==> src/rtl/branch_resolve_queue.sv <==
// branch_resolve_queue
//   Holds every branch that fetch issued under prediction, oldest first, until
//   execute resolves it. Each resolve compares the stored prediction with the
//   actual outcome and trains the branch lookup table through its write port.
//   A mispredict raises a one-cycle flush with the correct next PC. The queue
//   then spends one RECOVER cycle while fetch redirects.
//
// Ports
//   clk, reset                     clock; asynchronous active-high clear
//   push, push_pc/taken/target     prediction recorded at fetch
//   full, empty, count             occupancy
//   resolve, resolve_pc/taken/target  outcome of the oldest in-flight branch
//   flush, flush_pc                mispredict pulse and redirect PC
//   blt_write, blt_write_key/val, blt_hit  lookup-table training port
//   error                          sticky protocol-violation flag
module branch_resolve_queue #(
  parameter int ADDR_WIDTH = 16,
  parameter int DEPTH      = 8,
  parameter int DEPTH_LOG2 = 3
) (
  input  logic                  clk,
  input  logic                  reset,
  input  logic                  push,
  input  logic [ADDR_WIDTH-1:0] push_pc,
  input  logic                  push_taken,
  input  logic [ADDR_WIDTH-1:0] push_target,
  output logic                  full,
  output logic                  empty,
  output logic [DEPTH_LOG2:0]   count,
  input  logic                  resolve,
  input  logic [ADDR_WIDTH-1:0] resolve_pc,
  input  logic                  resolve_taken,
  input  logic [ADDR_WIDTH-1:0] resolve_target,
  output logic                  flush,
  output logic [ADDR_WIDTH-1:0] flush_pc,
  output logic                  blt_write,
  output logic [ADDR_WIDTH-1:0] blt_write_key,
  output logic [ADDR_WIDTH-1:0] blt_write_val,
  output logic                  blt_hit,
  output logic                  error
);

  typedef enum logic {RUN = 1'b0, RECOVER = 1'b1} state_t;

  localparam logic [DEPTH_LOG2:0] FULL_COUNT = (DEPTH_LOG2+1)'(DEPTH);

  // Entry storage; contents are only meaningful between head and tail, so no reset.
  logic [ADDR_WIDTH-1:0] pc_mem     [DEPTH];
  logic                  taken_mem  [DEPTH];
  logic [ADDR_WIDTH-1:0] target_mem [DEPTH];

  state_t                state_q, state_d;
  logic [DEPTH_LOG2-1:0] head_q, head_d, tail_q, tail_d;
  logic [DEPTH_LOG2:0]   count_q, count_d;
  logic                  flush_q, flush_d, blt_write_q, blt_write_d;
  logic                  blt_hit_q, blt_hit_d, error_q, error_d;
  logic [ADDR_WIDTH-1:0] flush_pc_q, flush_pc_d;
  logic [ADDR_WIDTH-1:0] key_q, key_d, val_q, val_d;

  logic in_run, pop, do_write, pc_mismatch, mispredict;
  logic push_err, empty_err, recover_err;

  assign full  = (count_q == FULL_COUNT);
  assign empty = (count_q == '0);
  assign count = count_q;

  // State register
  always_ff @(posedge clk or posedge reset) begin
    if (reset) state_q <= RUN;
    else       state_q <= state_d;
  end

  // Next state: a mispredict in RUN costs exactly one RECOVER cycle.
  always_comb begin
    state_d = state_q;
    case (state_q)
      RUN:     if (mispredict) state_d = RECOVER;
      RECOVER: state_d = RUN;
      default: state_d = RUN;
    endcase
  end

  // Output / control decode
  always_comb begin
    in_run      = (state_q == RUN);
    pop         = in_run && resolve && !empty;
    pc_mismatch = pop && (resolve_pc != pc_mem[head_q]);
    // A PC mismatch means the queue is out of step with execute.
    // Redirect to be safe.
    mispredict  = pop && ((taken_mem[head_q] != resolve_taken) ||
                          (resolve_taken && (target_mem[head_q] != resolve_target)) ||
                          pc_mismatch);
    // A full queue accepts a push only if the same-cycle pop frees a slot.
    // A push in a squashing cycle is wrong-path and is silently discarded.
    do_write    = in_run && push && !mispredict && (!full || pop);
    push_err    = in_run && push && full && !pop;
    empty_err   = in_run && resolve && empty;
    recover_err = (state_q == RECOVER) && resolve;

    head_d  = pop ? head_q + 1'b1 : head_q;
    tail_d  = do_write ? tail_q + 1'b1 : tail_q;
    count_d = count_q;
    if (do_write && !pop)      count_d = count_q + 1'b1;
    else if (!do_write && pop) count_d = count_q - 1'b1;
    if (mispredict) begin
      head_d  = tail_q;
      tail_d  = tail_q;
      count_d = '0;
    end

    blt_write_d = pop;
    key_d       = pop ? resolve_pc     : key_q;
    val_d       = pop ? resolve_target : val_q;
    blt_hit_d   = pop ? resolve_taken  : blt_hit_q;
    flush_d     = mispredict;
    flush_pc_d  = flush_pc_q;
    if (mispredict) flush_pc_d = resolve_taken ? resolve_target : resolve_pc + 1'b1;
    error_d     = error_q | push_err | empty_err | pc_mismatch | recover_err;
  end

  always_ff @(posedge clk) begin
    if (do_write) begin
      pc_mem[tail_q]     <= push_pc;
      taken_mem[tail_q]  <= push_taken;
      target_mem[tail_q] <= push_target;
    end
  end

  always_ff @(posedge clk or posedge reset) begin
    if (reset) begin
      head_q      <= '0;
      tail_q      <= '0;
      count_q     <= '0;
      flush_q     <= 1'b0;
      flush_pc_q  <= '0;
      blt_write_q <= 1'b0;
      key_q       <= '0;
      val_q       <= '0;
      blt_hit_q   <= 1'b0;
      error_q     <= 1'b0;
    end else begin
      head_q      <= head_d;
      tail_q      <= tail_d;
      count_q     <= count_d;
      flush_q     <= flush_d;
      flush_pc_q  <= flush_pc_d;
      blt_write_q <= blt_write_d;
      key_q       <= key_d;
      val_q       <= val_d;
      blt_hit_q   <= blt_hit_d;
      error_q     <= error_d;
    end
  end

  assign flush         = flush_q;
  assign flush_pc      = flush_pc_q;
  assign blt_write     = blt_write_q;
  assign blt_write_key = key_q;
  assign blt_write_val = val_q;
  assign blt_hit       = blt_hit_q;
  assign error         = error_q;

endmodule

==> config.mk <==
export PLATFORM = sky130hd
export DESIGN_NAME = branch_resolve_queue
export DESIGN_NICKNAME = d
export VERILOG_FILES = /design/src/rtl/branch_resolve_queue.sv
export SDC_FILE = /design/constraint.sdc
export NUM_CORES = 1
export LEC_CHECK = 0
export CAP_MARGIN = 20
export CELL_PAD_IN_SITES_DETAIL_PLACEMENT = 1
export CELL_PAD_IN_SITES_GLOBAL_PLACEMENT = 2
export CORE_MARGIN = 2
export CORE_UTILIZATION = 32
export CTS_CLUSTER_SIZE = 20
export DETAILED_ROUTE_END_ITERATION = 10
export PLACE_DENSITY_LB_ADDON = 0.25
export SETUP_SLACK_MARGIN = 0.3
export SLEW_MARGIN = 40
export SYNTH_ARGS = -nofsm -noshare
export SYNTH_HDL_FRONTEND = slang
export SYNTH_SLANG_ARGS = --single-unit
==> constraint.sdc <==
create_clock -name clk -period 7 [get_ports clk]
set_clock_uncertainty 0.05 [all_clocks]
set_input_delay 1.4 -clock clk [delete_from_list [all_inputs] [get_ports clk]]
set_output_delay 1.4 -clock clk [all_outputs]
set_load 0.1 [all_outputs]
---- Yosys cells after proc, flatten, opt, wreduce, memory -nomap -nowiden ----
Memories as Yosys holds them, arrays and structs flattened.
Index checks and enable logic that the tools add are counted.
word-level totals
  logic and storage cells ................. 65
  output and inout port bits .............. 58
  register bits after elaboration ......... 63
  memory bits (writable) .................. 264
  memories kept ........................... 3
cells by class
  reductions and logical operators ........ 26
  equal/unequal tests ..................... 4
  muxes and demuxes ....................... 10
  add/subtract/negate cells ............... 5
  bitwise gates (word level) .............. 6
memory list
  name        depth  bits a word  rd ports  clocked after Yosys merged registers in  wr ports  RTL line  text
  pc_mem      8      16           1         0                                        1         48        logic [ADDR_WIDTH-1:0] pc_mem [DEPTH];
  target_mem  8      16           1         0                                        1         50        logic [ADDR_WIDTH-1:0] target_mem [DEPTH];
  taken_mem   8      1            1         0                                        1         49        logic taken_mem [DEPTH];
operators with widths
  cell                   count
  $ne 16x16->1           2
  $add 16x1->16 const B  1
  $mux 16                1
  $logic_and 1x1->1      14
  $mux 4                 3
  $add 3x1->3 const B    2
  $mux 3                 2
  $logic_not 1->1        5
  $add 4x1->4 const B    1
  $eq 4x4->1 const B     1
  $logic_not 4->1        1
  $or 1x1->1             4
  $sub 4x1->4 const B    1
  $logic_or 1x1->1       3
  $mux 1                 3
  $reduce_bool 3->1      1
  $not 1->1              2
  $pmux 1 s2             1
  $reduce_and 2->1       1
  $reduce_bool 2->1      1
  $ne 1x1->1             1

---- Longest topological paths before layout ----
  depth in word-level cells ............... 14
  mapped depth ............................ 13
  mapped depth without buffers ............ 12

---- Least setup slack after synthesis ----
Ideal clock, no wire load.
  path type ............................... register to register
  start ................................... reg count_q[1], in the netlist count[1]
  end ..................................... mem pc_mem[0][0], enable pin
  path buffers ............................ 2
  cell stages (with the launch flop) ...... 10
  data arrival time ....................... 8.345 ns
  path slack .............................. -1.901 ns
  path through ............................ dfrtp_1 > nor4_1 > or3b_2 > clkbuf_1 > inv_1 > nand2b_1 > o22ai_2 > nand2b_4 > buf_6 > nor4_1
between the ends
  longest elaborated chain between the ends .. 11
  elaborated cells between the ends (all ways) .. 14
  those cells by class .................... eq/ne (1); mux (2); reduce/logical (11)
ends and longest elaborated chain
  item                              RTL line  text
  start, declared                   54        logic [DEPTH_LOG2:0] count_q, count_d;
  start signal, assigned            144       count_q <= count_d;
  $logic_not 4->1 (*)               64        assign empty = (count_q == '0);
  net empty                         28        output logic empty,
  $logic_not 1->1 (*)               86        pop = in_run && resolve && !empty;
  $logic_and 1x1->1 (*)             86
  $logic_and 1x1->1                 87        pc_mismatch = pop && (resolve_pc != pc_mem[head_q]);
  $logic_or 1x1->1                  91        (resolve_taken && (target_mem[head_q] != resolve_target)) ||
  $logic_and 1x1->1                 90        mispredict = pop && ((taken_mem[head_q] != resolve_taken) ||
  $logic_not 1->1                   95        do_write = in_run && push && !mispredict && (!full || pop);
  $logic_and 1x1->1                 95
  $logic_and 1x1->1 (*)             95
  $mux 1 (*)                        122       if (do_write) begin
  $mux 1 (implied by the code) (*)  123       pc_mem[tail_q] <= push_pc;
  end, declared                     48
The timed path passes the listed nets; every way through them passes the cells marked *.

---- Worst setup path after layout ----
  start ................................... reg head_q[0]
  end ..................................... mem target_mem[6][12], enable pin
between the ends
  longest elaborated chain between the ends .. 11
  elaborated cells between the ends (all ways) .. 16
  those cells by class .................... eq/ne (3); mux (2); reduce/logical (8); memory (3)
ends and longest elaborated chain
  item                                 RTL line  text
  start, declared                      53        logic [DEPTH_LOG2-1:0] head_q, head_d, tail_q, tail_d;
  start signal, assigned               131       head_q <= '0;
  start signal, assigned               142       head_q <= head_d;
  $mem_v2 8x16                         n/a
  $ne 16x16->1                         91
  $logic_and 1x1->1                    91
  $logic_or 1x1->1                     90
  $logic_or 1x1->1 (*)                 91
  $logic_and 1x1->1 (*)                90
  $logic_not 1->1 (*)                  95
  $logic_and 1x1->1 (*) (2 in series)  95
  $mux 1 (*)                           122
  $mux 1 (implied by the code) (*)     125       target_mem[tail_q] <= push_target;
  end, declared                        50
Every way passes the cells marked *; elsewhere a longest branch is shown, timed or not.

==> results by group <==
Clocking
  • CTS tree: done
  • Total CTS buffers: 38
  • # Post-CTS Setup Buffers: 0
  • Cts hold-fix bufs: 0
  • CTS root buf: clkbuf_16
  • Longest Clk Path Bufs: 3
  • Worst-Skew Late Latency: 520 ps
  • H-tree depth: 2
  • Clk sinks: 327
  • # resized after CTS: 0
  • Worst-path clk slew: 60 ps

Global routing
  • Met1 Resource Use GR: 22.9%
  • GRT met3 Usage: 3.26%
  • Pin count of the biggest net entering global routing: 64
  • Vias in the first global route: 7584
  • Initial antenna violation count: 0
  • First-pass GRT wire length: 50.8 mm
  • Most Crowded Layer GR: met2
  • GR Util met2: 24.3%
  • Grt total ovfl: 0
  • GRT Resource Usage Total: 15.8%

Power
  • Power per cell area: 479 nW/um^2
  • Pleak: 5.70 nW
  • VDD IR max: 0.000172 V

Synth
  • Post-Syn Instances: 730
  • Post-Synth XOR/XNOR Area: 3.34%
  • Adder-cell share of the synthesized area: 0.618%
  • Synth Area in Compound Gates: 2.17%
  • Synth area leaders: edfxtp_1, dfrtp_1, mux4_2, mux2_2, mux2i_1
  • Top_reg_cell synth: edfxtp_1
  • Mapped cell area: 13400 sq um
  • Synth Register Bits: 327
  • Share of the synthesized area in the top cell type: 59.3%
  • Synth Area in Simple Gates: 3.79%
  • Post-synth ARST share: 19.3%
  • Sequential fraction of the synthesis area: ~71%
  • Distinct cells, synth: 46
  • Yosys top cell by area: edfxtp_1
  • Net Count, Synth: 806
  • Synth Warn #: 0
  • EDFF count, synth: 264
  • Avg Inst Size Synth: 18.3 sq um
  • Multiplexer share of the synthesized area: 17.3%
  • Largest family of logic cells by synthesized area: multiplexers

Timing
  • Headroom to the max-slew limit: 46.3%
  • Pins Over Slew Limit: 0
  • Final setup vio count: 0
  • Unrepaired setup endpoints after global routing: no
  • Tmin final: 5080 ps
  • Fin Setup TNS: 0 ps
  • Final worst-path cycle share: slightly above 70%
  • Worst-Margin Slew: 804 ps
  • Hold Fails Final Rpt: 0
  • Max Fclk: approximately 200 MHz

Floorplanning
  • Die Area: 43400 sq um
  • Core area: 41000 sq um
  • Die X-Extent: 208 microns
  • Boundary pin count: 128
  • Row cnt: 74
  • Initial Util: roughly a third
  • Chip Height: roughly 210 microns

Outcome
  • Outcome: finished, final reports clean

Finish
  • Layout Nets: 955
  • Fillers: ~4k
  • Area Overhead vs Synth: 21.9%
  • Final Core Density: around 40%
  • Ant. Diodes: 0
  • Share of layout cells above drive strength 1: 28.0%
  • Commonest cells after routing, fill and taps aside: edfxtp_1, clkdlybuf4s50_1, dfrtp_1
  • Commonest non-fill, non-tap cell in the layout: edfxtp_1

Worst setup path
  • Setup crit start kind: flip-flop
  • Reg2reg start: head_q[0]
  • WP data arrival: 5180 ps
  • Crit. End Element: flip-flop
  • Setup slack, reg-to-reg: 1920 ps
  • CP Class: reg2reg
  • Crit path from: head_q[0]
  • Worst EP required: 7100 ps
  • CP Max Fanout: 33
  • Crit Reg-Reg Endpoint: target_mem[6][12]
  • Worst Setup EP: target_mem[6][12]
  • R2R depth: 11

Drt
  • Wirelength per Cell: about 23 microns
  • 1st-iter DRT viols: 387
  • Total Wirelength: 33.7 mm
  • First-pass DRT Iterations: 4
  • DRC: 0
  • DR vias/cell: ~5
  • Final ANT Viol Nets: 0
  • Via Count: 7126

Flow run
  • Max Cap Viol: 0

Placement
  • Gpl congestion: 0.728
  • PortBufs: 127
  • Final HPWL DP: 21.5 mm

Worst hold path
  • Hold crit path type: reg2reg
## Yosys cell counts, types with 3 or more instances
| cell | n |
|---|---|
| edfxtp_1 | 264 |
| dfrtp_1 | 63 |
| mux2_2 | 59 |
| mux4_2 | 51 |
| mux2i_1 | 48 |
| xnor2_1 | 30 |
| nand2_1 | 22 |
| nor2_1 | 21 |
| xor2_1 | 21 |
| o21ai_0 | 16 |
| inv_1 | 13 |
| buf_2 | 12 |
| nand3_1 | 11 |
| clkbuf_1 | 9 |
| nand4_1 | 9 |
| a21oi_1 | 7 |
| buf_1 | 7 |
| nor4_1 | 6 |
| o22ai_1 | 6 |
| a221oi_1 | 5 |
| ha_1 | 5 |
| nor3_1 | 5 |
| nand2b_1 | 4 |
| and3_1 | 3 |
| buf_4 | 3 |
| buf_6 | 3 |
| nor2b_1 | 3 |
| nor4b_2 | 3 |
## registers in the layout (all words and copies together) (netlist names)
name / count
blt_hit: 1
head_q: 3
state_q: 1
flush: 1
blt_write_key: 16
tail_q: 3
blt_write: 1
flush_pc: 16
taken_mem: 8
target_mem: 128
error: 1
pc_mem: 128
count: 4
blt_write_val: 16
## through the flow
step / hold WS (ps) / instance area (sq um) / cells / worst slack [ps] / power, W
5_1_grt: 421 / 16300 / 1438 / 1560 / 0.00816
4_1_cts: 403 / 16300 / 1438 / 1820 / 0.00791
3_3_place_gp: 399 / 15300 / 1371 / 1900 / 0.00606
3_5_place_dp: 391 / 15100 / 1371 / 1810 / 0.00594
6_report: 396 / 16300 / 1438 / 1920 / 0.00780
2_1_floorplan: 553 / 13400 / 730 / 262 / 0.00517
## cell families after synthesis
kind of cell	count (synthesis)
buf+inv	47
xor+xnor	51
simple gates	94
compound gates	46
fa+ha+maj	6
flops	327
mux	159
## critical path, cell delays in order, from the launching register on
cell and delay [ps]:
dfrtp_2 770, buf_4 520, mux4_2 570, mux2i_1 210
xnor2_1 90, nor4_1 640, nand4_1 190, nor3_2 390
o22ai_2 130, nand2b_4 280, nor4b_4 260, buf_4 540
## routing by layer
| metal | share of wire (%) | routed length (microns) | vias to the layer above |
|---|---|---|---|
| met5 | 0 | 0 | - |
| met4 | 1.8 | 616 | 0 |
| met3 | 6.0 | 2020 | 44 |
| met2 | 44 | 14900 | 209 |
| met1 | 48 | 16200 | 3712 |
| li1 | - | - | 3161 |
## power by group
group	internal, W	switching [W]	total [W]
Sequential	0.00244	0.000268	0.00271
Clock	0.00120	0.000753	0.00195
Combinational	0.000946	0.00219	0.00313
## worst min-delay path by stage
stage | from | end | slack [ps] | cells past startpoint
2_1_floorplan | tail_q[0] | tail_q[1] | 550 | 2
3_5_place_dp | error | error | 390 | 1
5_1_grt | error | error | 420 | 1
3_3_place_gp | error | error | 400 | 1
6_report | error | error | 400 | 1
4_1_cts | error | error | 400 | 1
## cell type report
type	instances	area (sq um)	share of cell area (%)
clock buffer	48	1010	6.20
sequential	327	9510	58.4
clock inverter	19	215	1.32
multi-input combinational	356	3730	22.9
inverter	13	48.8	0.300
timing repair buffer	143	1100	6.78
tap	532	666	4.09
No activity file was read; power rests on OpenSTA's default activity.
